## src/rtl/lsu_pkg.sv

```systemverilog
// lsu_pkg: shared encodings and helpers for the load/store unit.
//   mem_width_e  - access width encoding, shared with the instruction decoder
//   lsu_state_e  - lsu_ctrl FSM states
//   decode_width - maps a raw width field onto mem_width_e (unknown -> WORD)
//   is_misaligned, byte_enables, replicate_wdata - per-width address/lane helpers
package lsu_pkg;

  typedef enum logic [3:0] {
    WIDTH_WORD = 4'b0000,
    WIDTH_HALF = 4'b0101,
    WIDTH_BYTE = 4'b1010
  } mem_width_e;

  typedef enum logic [1:0] {
    S_IDLE,
    S_REQ,
    S_DONE,
    S_FAULT
  } lsu_state_e;

  // Any encoding the decoder did not produce is handled as a full word access.
  function automatic mem_width_e decode_width(input logic [3:0] raw);
    case (raw)
      4'b0101: return WIDTH_HALF;
      4'b1010: return WIDTH_BYTE;
      default: return WIDTH_WORD;
    endcase
  endfunction

  function automatic logic is_misaligned(input mem_width_e w, input logic [1:0] off);
    case (w)
      WIDTH_BYTE: return 1'b0;
      WIDTH_HALF: return off[0];
      default:    return (off != 2'b00);
    endcase
  endfunction

  function automatic logic [3:0] byte_enables(input mem_width_e w, input logic [1:0] off);
    case (w)
      WIDTH_BYTE: return 4'b0001 << off;
      WIDTH_HALF: return 4'b0011 << {off[1], 1'b0};
      default:    return 4'b1111;
    endcase
  endfunction

  // Store data is copied into every lane so the bus only needs byte enables.
  function automatic logic [31:0] replicate_wdata(input mem_width_e w, input logic [31:0] d);
    case (w)
      WIDTH_BYTE: return {4{d[7:0]}};
      WIDTH_HALF: return {2{d[15:0]}};
      default:    return d;
    endcase
  endfunction

endpackage

```

## src/rtl/load_align.sv

```systemverilog
// load_align: combinational lane select and sign/zero extension of load data.
//   word_in  - raw 32-bit word from the bus
//   offset   - byte offset of the access within the word
//   width    - access width
//   zero_ext - 1 = zero-extend, 0 = sign-extend (ignored for WORD)
//   data_out - extended load result
module load_align
  import lsu_pkg::*;
(
  input  logic [31:0] word_in,
  input  logic [1:0]  offset,
  input  mem_width_e  width,
  input  logic        zero_ext,
  output logic [31:0] data_out
);

  logic [7:0]  byte_sel;
  logic [15:0] half_sel;

  // Pick the addressed lane out of the word, then extend it to 32 bits.
  always_comb begin
    byte_sel = word_in[{offset, 3'b000} +: 8];
    half_sel = offset[1] ? word_in[31:16] : word_in[15:0];
    data_out = word_in;
    case (width)
      WIDTH_BYTE: data_out = zero_ext ? {24'h0, byte_sel} : {{24{byte_sel[7]}}, byte_sel};
      WIDTH_HALF: data_out = zero_ext ? {16'h0, half_sel} : {{16{half_sel[15]}}, half_sel};
      default:    data_out = word_in;
    endcase
  end

endmodule

```

## src/rtl/lsu_ctrl.sv

```systemverilog
// lsu_ctrl: load/store unit controller between the execute stage and a simple
// request/ack bus.
//   clk, rst_n                  - clock, asynchronous active-low reset
//   valid_in, mem_read_in,
//   mem_write_in, mem_width_in,
//   mem_zero_extend_in,
//   addr_in, wdata_in           - access request from the pipeline
//   stall_out, done_out         - pipeline hold and one-cycle completion pulse
//   rdata_out                   - extended load result (held between loads)
//   misaligned_out, timeout_out - one-cycle fault pulses (with done_out)
//   bus_*                       - request side and response side of the bus
module lsu_ctrl
  import lsu_pkg::*;
#(
  parameter int TIMEOUT = 16
) (
  input  logic        clk,
  input  logic        rst_n,
  input  logic        valid_in,
  input  logic        mem_read_in,
  input  logic        mem_write_in,
  input  logic [3:0]  mem_width_in,
  input  logic        mem_zero_extend_in,
  input  logic [31:0] addr_in,
  input  logic [31:0] wdata_in,
  output logic        stall_out,
  output logic        done_out,
  output logic [31:0] rdata_out,
  output logic        misaligned_out,
  output logic        timeout_out,
  output logic        bus_req_out,
  output logic        bus_we_out,
  output logic [31:0] bus_addr_out,
  output logic [3:0]  bus_be_out,
  output logic [31:0] bus_wdata_out,
  input  logic        bus_ack_in,
  input  logic [31:0] bus_rdata_in
);

  localparam int CNT_W = $clog2(TIMEOUT + 1);
  localparam logic [CNT_W-1:0] LAST_WAIT = CNT_W'(TIMEOUT - 1);

  lsu_state_e       state, state_next;
  logic             accept;
  mem_width_e       in_width;
  logic             in_misaligned;

  logic [29:0]      addr_q;
  logic [1:0]       off_q;
  mem_width_e       width_q;
  logic             zext_q;
  logic             we_q;
  logic [31:0]      wdata_q;
  logic             fault_mis_q;
  logic [CNT_W-1:0] wait_cnt;
  logic [31:0]      rdata_q;
  logic [31:0]      aligned_data;
  logic             in_req;

  assign in_width      = decode_width(mem_width_in);
  assign in_misaligned = is_misaligned(in_width, addr_in[1:0]);
  assign in_req        = (state == S_REQ);

  // State register; reset drops straight back to IDLE so a transfer in
  // flight loses its bus request immediately.
  always_ff @(posedge clk or negedge rst_n) begin
    if (!rst_n) state <= S_IDLE;
    else        state <= state_next;
  end

  // Next-state and control outputs. Acceptance is gated by rst_n so that
  // stall_out stays low while reset is held even if the pipeline is driving
  // a request. Misaligned accesses skip the bus and fault directly.
  always_comb begin
    state_next     = state;
    accept         = 1'b0;
    stall_out      = 1'b0;
    done_out       = 1'b0;
    misaligned_out = 1'b0;
    timeout_out    = 1'b0;
    bus_req_out    = 1'b0;
    case (state)
      S_IDLE: begin
        if (rst_n && valid_in && (mem_read_in || mem_write_in)) begin
          accept     = 1'b1;
          stall_out  = 1'b1;
          state_next = in_misaligned ? S_FAULT : S_REQ;
        end
      end
      S_REQ: begin
        stall_out   = 1'b1;
        bus_req_out = 1'b1;
        if (bus_ack_in)                  state_next = S_DONE;
        else if (wait_cnt == LAST_WAIT)  state_next = S_FAULT;
      end
      S_DONE: begin
        done_out   = 1'b1;
        state_next = S_IDLE;
      end
      S_FAULT: begin
        done_out       = 1'b1;
        misaligned_out = fault_mis_q;
        timeout_out    = ~fault_mis_q;
        state_next     = S_IDLE;
      end
      default: state_next = S_IDLE;
    endcase
  end

  // Access context is captured once at acceptance and held for the whole
  // transfer, which keeps the bus outputs stable until the ack. The wait
  // counter restarts on every acceptance; only aligned accesses reach REQ,
  // so fault_mis_q is already 0 whenever a timeout can happen.
  always_ff @(posedge clk or negedge rst_n) begin
    if (!rst_n) begin
      addr_q      <= '0;
      off_q       <= '0;
      width_q     <= WIDTH_WORD;
      zext_q      <= 1'b0;
      we_q        <= 1'b0;
      wdata_q     <= '0;
      fault_mis_q <= 1'b0;
      wait_cnt    <= '0;
      rdata_q     <= '0;
    end else if (accept) begin
      addr_q      <= addr_in[31:2];
      off_q       <= addr_in[1:0];
      width_q     <= in_width;
      zext_q      <= mem_zero_extend_in;
      we_q        <= mem_write_in;
      wdata_q     <= wdata_in;
      fault_mis_q <= in_misaligned;
      wait_cnt    <= '0;
    end else if (in_req) begin
      if (bus_ack_in) begin
        if (!we_q) rdata_q <= aligned_data;
      end else begin
        wait_cnt <= wait_cnt + 1'b1;
      end
    end
  end

  load_align u_load_align (
    .word_in  (bus_rdata_in),
    .offset   (off_q),
    .width    (width_q),
    .zero_ext (zext_q),
    .data_out (aligned_data)
  );

  // Bus request fields are only driven while a request is outstanding.
  assign bus_we_out    = in_req & we_q;
  assign bus_addr_out  = in_req ? {addr_q, 2'b00} : 32'h0;
  assign bus_be_out    = in_req ? byte_enables(width_q, off_q) : 4'h0;
  assign bus_wdata_out = in_req ? replicate_wdata(width_q, wdata_q) : 32'h0;
  assign rdata_out     = (state == S_FAULT) ? 32'h0 : rdata_q;

endmodule

```

## config.mk

```make
export PLATFORM = sky130hd
export DESIGN_NAME = lsu_ctrl
export DESIGN_NICKNAME = d
export VERILOG_FILES = /design/src/rtl/lsu_pkg.sv /design/src/rtl/load_align.sv /design/src/rtl/lsu_ctrl.sv
export SDC_FILE = /design/constraint.sdc
export NUM_CORES = 1
export LEC_CHECK = 0
export CORE_MARGIN = 2
export CORE_UTILIZATION = 30
export CTS_CLUSTER_DIAMETER = 80
export DETAILED_ROUTE_END_ITERATION = 10
export GPL_TIMING_DRIVEN = 0
export PLACE_DENSITY = 0.64
export SLEW_MARGIN = 20
export SYNTH_ARGS = -nofsm -noshare
export SYNTH_HDL_FRONTEND = slang
export SYNTH_SLANG_ARGS = --single-unit
```

## constraint.sdc

```tcl
create_clock -name clk -period 3.9 [get_ports clk]
set_clock_uncertainty 0.2 [all_clocks]
set_input_delay 0.975 -clock clk [delete_from_list [all_inputs] [get_ports clk]]
set_output_delay 0.975 -clock clk [all_outputs]
set_load 0.05 [all_outputs]
```

; ---- Yosys cells after proc, flatten, opt, wreduce, memory -nomap -nowiden
; Index checks and enable logic that the tools add are counted.
[totals]
register_bits = 110
elab_cells = 68
mem_count = 0
romBits = 0
input_bits = 107
mem_bits_rw = 0
latch_bits = 0
output_inout_bits = 106
[op_classes]
n_eq_ne = 13
div = 0
reduce_logical = 10
shifts = 3
bitwise = 4
muxes = 27
n_lt_le_gt_ge = 0
n_mul = 0
n_addsub = 1
[op_table]
columns = op, count
row1 = two-way mux 32 bit, 5
row2 = one-hot mux 32 bit (2 select lines), 2
row3 = indexed part select 32 x 6 -> 8 bit, 1
row4 = two-way mux 16 bit, 1
row5 = one-hot mux 4 bit (2 select lines), 2
row6 = two-way mux 5 bit, 3
row7 = == test 4 x 3 -> 1 bit (second input constant), 3
row8 = == test 4 bit (second input constant), 3
row9 = two-way mux 2 bit, 4
row10 = two-way mux 1 bit, 6
row11 = one-hot mux 2 bit (3 select lines), 1
row12 = adder 5 x 1 -> 5 bit (second input constant), 1
row13 = == test 5 x 4 -> 1 bit (second input constant), 1
row14 = == test 2 bit (second input constant), 2
row15 = two-way mux 4 bit, 1
row16 = one-hot mux 1 bit (2 select lines), 2
row17 = AND reduction 2 bit, 2
row18 = AND reduction 4 bit, 1
row19 = nonzero test 2 bit, 2
row20 = << shifter 1 x 2 -> 4 bit (first input constant), 1
row21 = << shifter 2 x 2 -> 4 bit (first input constant), 1
row22 = != test 3 x 2 -> 1 bit (second input constant), 1
row23 = inverter 1 bit, 3
row24 = == test 2 x 1 -> 1 bit (second input constant), 1
row25 = other kinds (7), 8

; ---- Logic depth before layout (Yosys ltp)
[depth]
depth_word = 7
ltp_mapped = 7
depth_no_buf = 6

; ---- Cells and area by module
; A second synthesis with hierarchy kept.
[hier_totals]
hier_cells = 533
area_unflattened_um2 = 6140.9
[modules_own_cells]
columns = mod, area_per_inst_um2, n_inst, cells_each
row1 = lsu_ctrl, 5203.7, 1, 433
row2 = load_align, 937.1, 1, 100

; ---- Least setup slack after synthesis
; Ideal clock, no wire load.
[synth_timing]
kind = reg-to-output
from = register width_q[2]
to = output bus_wdata_out[18]
path_stages_with_launch = 8
path_slack_ns = 0.611
arrival_ns = 2.114
n_path_buf = 3
path_cell_list = dfrtp_1 > inv_1 > ha_1 > buf_2 > buf_2 > buf_1 > a22oi_1 > nor2_1
[synth_between]
elab_chain_cells = 3
elab_cells_between_ends = 4
cone_classes = eq/ne: 2 / mux: 2
[synth_rtl]
columns = element, line
row1 = from (decl), lsu_ctrl.sv:50  ; mem_width_e width_q;
row2 = from (signal assigned), lsu_ctrl.sv:128  ; width_q <= in_width;
row3 = == test 4 x 3 -> 1 bit / == test 4 bit (equally long branches), lsu_pkg.sv:48  ; case (w)
row4 = one-hot mux 32 bit (2 select lines) *, lsu_pkg.sv:48
row5 = two-way mux 32 bit *, lsu_ctrl.sv:155  ; assign bus_wdata_out = in_req ? replicate_wdata(width_q, wdata_q) : 32'h0;
row6 = to (decl), lsu_ctrl.sv:35  ; output logic [31:0] bus_wdata_out,
; Mark *: on every way between the ends. The rest lies on a longest branch, timed or not.

; ---- Final worst setup path
[layout_timing]
from = register state[0]
to = output rdata_out[25]
[layout_between]
elab_chain_cells = 2
[layout_rtl]
columns = element, line
row1 = from (decl), lsu_ctrl.sv:43  ; lsu_state_e state, state_next;
row2 = from (signal assigned), lsu_ctrl.sv:68  ; else state <= state_next;
row3 = == test 2 bit, lsu_ctrl.sv:156  ; assign rdata_out = (state == S_FAULT) ? 32'h0 : rdata_q;
row4 = two-way mux 32 bit, lsu_ctrl.sv:156
row5 = to (decl), lsu_ctrl.sv:28  ; output logic [31:0] rdata_out,
; Every way passes these cells.

==> results.sh <==
export IMPL_seq_area_frac_synth=0.4679
export IMPL_track_usage=0.1923
export IMPL_antenna_cells=0
export IMPL_grt_pass1_wl_um=30120
export IMPL_row_count=50
export IMPL_die_y_um=142.8
export IMPL_yosysMostFrequentCell="nand2_1"
export IMPL_synth_xor_area_frac=0.004549
export IMPL_maxSlewViolCount=0
export IMPL_crit_path_start_kind="register"
export IMPL_p_sw_mw=1.798
export IMPL_yosys_area_share_adder=0.01300
export IMPL_fin_ws_ns=0.1417
export IMPL_vias=5515
export IMPL_start_util=0.3077
export IMPL_synthesis_area_um2=5776
export IMPL_cp_max_fo=10
export IMPL_combPwrFrac=0.417
export IMPL_crit_type="register to primary output"
export IMPL_cp_required_ns=2.72
export IMPL_synth_compound_gate_area_share=0.1685
export IMPL_power_frac_clock=0.221
export IMPL_min_period_ns=3.758
export IMPL_ant_nets=0
export IMPL_max_slew_margin=0.6174
export IMPL_yosys_area_top_type_share=0.4679
export IMPL_syn_inst=674
export IMPL_pwr_share_seq=0.362
export IMPL_hold_class="register to register"
export IMPL_clkTransAtPathRegs_ns=0.07
export IMPL_crit_path_end_kind="primary output"
export IMPL_die_w_um=142.8
export IMPL_synthTopCellsByCount="nand2_1 (187), dfrtp_1 (108), and2_1 (80)"
export IMPL_place_area_um2=8203
export IMPL_synthMuxAreaShare=0.02145
export IMPL_synth_edf_count=0
export IMPL_rsz0062_at_grt="no"
export IMPL_die_area_um2=20380
export IMPL_hpwl_um=14460
export IMPL_via_per_inst=4.855
export IMPL_synth_ff_latch_count=108
export IMPL_fin_total_pwr_mw=4.417
export IMPL_synth_top_family_by_area="simple AND/OR/NAND/NOR gates"
export IMPL_first_pass_iters=5
export IMPL_synthSimpleGateAreaFrac=0.2641
export IMPL_area_delta_synth_final_pct=47.27
export IMPL_cts_tree="done"
export IMPL_ios=213
export IMPL_port_buffer_count=210
export IMPL_clk_path_buf_depth=2
export IMPL_grt_overflow_total=0
export IMPL_async_flop_share=1.000
export IMPL_final_util=0.4532
export IMPL_num_fill_cells=1853
export IMPL_wl_um=19480
export IMPL_ys_flop_type="dfrtp_1"
export IMPL_dp_cells=1120
export IMPL_grt_max_degree=63
export IMPL_pre_cts_slack_ns=-0.3831
export IMPL_ys_warn_count=0
export IMPL_worstPathArrival_ns=2.58
export IMPL_clock_sinks=108
export IMPL_drtIter0Drc=261
export IMPL_htree_levels=3
export IMPL_yosysTopAreaCell="dfrtp_1"
export IMPL_yosys_top_cells_area="dfrtp_1 (47%), nand2_1 (12%), and2_1 (8.7%)"
export IMPL_syn_avg_cell_area_um2=8.569
export IMPL_power_density_nw_per_um2=519.3
export IMPL_maxCapViolCount=0
export IMPL_grt_pass1_vias=5335
export IMPL_fin_area_um2=8506
export IMPL_worstSkewPairLatency_ns=0.36
export IMPL_ff2ff_setup_slack_ns=1.68
export IMPL_antenna_found_initial=0
export IMPL_hold_violations=0
export IMPL_status="completed"
export IMPL_setup_violations=0
export IMPL_final_cells=1136
export IMPL_p_leak_nw=4.032
export IMPL_fin_crit_sh=0.9637
export IMPL_synth_distinct_cells=44
export IMPL_gp_congestion=0.8210
export IMPL_final_nets=1010
export IMPL_p_int_mw=2.618
export IMPL_drive_gt1_frac=0.09756
export IMPL_numCtsBuffers=9
export IMPL_max_freq_mhz=266.1
export IMPL_drc_errors=0
export IMPL_tightest_slew_ns=0.5708
export IMPL_cts_root_buf="clkbuf_16"
export IMPL_ir_worst_vdd_uv=234.5
export IMPL_p_sw_frac=0.4071
export IMPL_design_core_area_um2=18770
export IMPL_post_drt_wl_per_cell_um=17.15
==> routing by layer <==
layer  GRT usage  routed length (um)
met1      0.2548                8559
met2      0.3074                8979
met3     0.04695                1447
met4     0.06722                 496
met5           0                   0
==> flip-flops by register name (all words and copies together) (netlist names) <==
register	cells
zext_q	1
wait_cnt	5
rdata_q	32
state	2
we_q	1
width_q	2
addr_q	30
fault_mis_q	1
wdata_q	32
off_q	2
==> per-stage QoR <==
step	hold slack [ns]	TNS, ns
final	0.2649	0
after global routing	0.2776	0
after CTS	0.2725	0
after detailed placement	0.2540	-2.271
after global placement	0.2491	-615.45
after floorplan	0.2374	0
==> kinds of logic (layout without fill, tap and decap cells) <==
| group | count (synthesis) | count (layout) |
|---|---|---|
| muxes | 10 | 10 |
| AOI/OAI and AO/OA | 155 | 155 |
| adders and majority gates | 6 | 6 |
| and+or+nand+nor | 316 | 316 |
| DFF | 108 | 108 |
| buffers and inverters | 75 | 302 |
| xor gates and xnor gates | 3 | 3 |
| other | 1 | 2 |
==> worst max-delay path, stage by stage (launching register included) <==
cell and delay [ns]:
dfrtp_1 0.38, buf_2 0.19, nand2_1 0.27, clkbuf_1 0.38, and2_1 0.19, clkdlybuf4s50_1 0.81
==> repair_timing <==
item	CTS	global route
buffers inserted	0	0
endpoints found under the hold margin	0	0
resized for setup	84	25
hold buffers	0	0
setup endpoints to repair	58	35
==> path summary, 6_finish.rpt <==
kind                                   startpoint                 endpoint  depth (start not counted)
max                          state[0]$_DFFE_PN0P_            rdata_out[25]                          5
min                         addr_q[5]$_DFFE_PN0P_    addr_q[5]$_DFFE_PN0P_                          2
max reg2reg                width_q[2]$_DFFE_PN0P_  rdata_q[20]$_DFFE_PN0P_                          7
min reg2reg                 addr_q[5]$_DFFE_PN0P_    addr_q[5]$_DFFE_PN0P_                          2
max in group asynchronous                   rst_n  wait_cnt[3]$_DFFE_PN0P_                          2
min in group asynchronous                   rst_n  rdata_q[21]$_DFFE_PN0P_                          1
==> power by group through the flow <==
stage / clock (mW) / sequential (mW) / combinational, mW
2_1_floorplan: 0 / 1.55 / 1.25
3_3_place_gp: 0 / 1.61 / 1.86
3_5_place_dp: 0 / 1.61 / 1.88
4_1_cts: 0.994 / 1.59 / 1.86
5_1_grt: 1.04 / 1.64 / 1.98
6_report: 0.974 / 1.60 / 1.84
==> layout make-up <==
cell class / count / area, um^2 / area share
Buffer: 53 / 272.8 / 0.03207
Clock buffer: 9 / 225.2 / 0.02648
Clock inverter: 7 / 83.83 / 0.009856
Inverter: 22 / 82.58 / 0.009709
Multi-Input combinational cell: 492 / 2734 / 0.3214
Sequential cell: 108 / 2703 / 0.3177
Tap cell: 234 / 292.8 / 0.03442
Timing Repair Buffer: 211 / 2112 / 0.2483
==> cell usage in the layout, fill, tap and decap left out, types with 3 or more instances in the layout <==
| cell type | instances |
|---|---|
| a31oi_1 | 7 |
| and2_1 | 80 |
| o21ai_0 | 43 |
| clkdlybuf4s15_2 | 10 |
| o21ai_2 | 10 |
| mux2_2 | 9 |
| nor2_1 | 22 |
| and3_1 | 3 |
| buf_4 | 4 |
| clkbuf_16 | 9 |
| nand3b_1 | 10 |
| a221o_1 | 8 |
| dlygate4sd2_1 | 46 |
| a21oi_1 | 47 |
| clkbuf_2 | 5 |
| a22oi_1 | 9 |
| inv_1 | 22 |
| ha_1 | 6 |
| clkdlybuf4s50_1 | 140 |
| clkbuf_1 | 21 |
| o211ai_1 | 17 |
| a32oi_1 | 7 |
| dfrtp_1 | 108 |
| buf_2 | 22 |
| nand2_1 | 187 |
| dlymetal6s2s_1 | 11 |
Note: power is estimated with default switching activity, not from simulation.
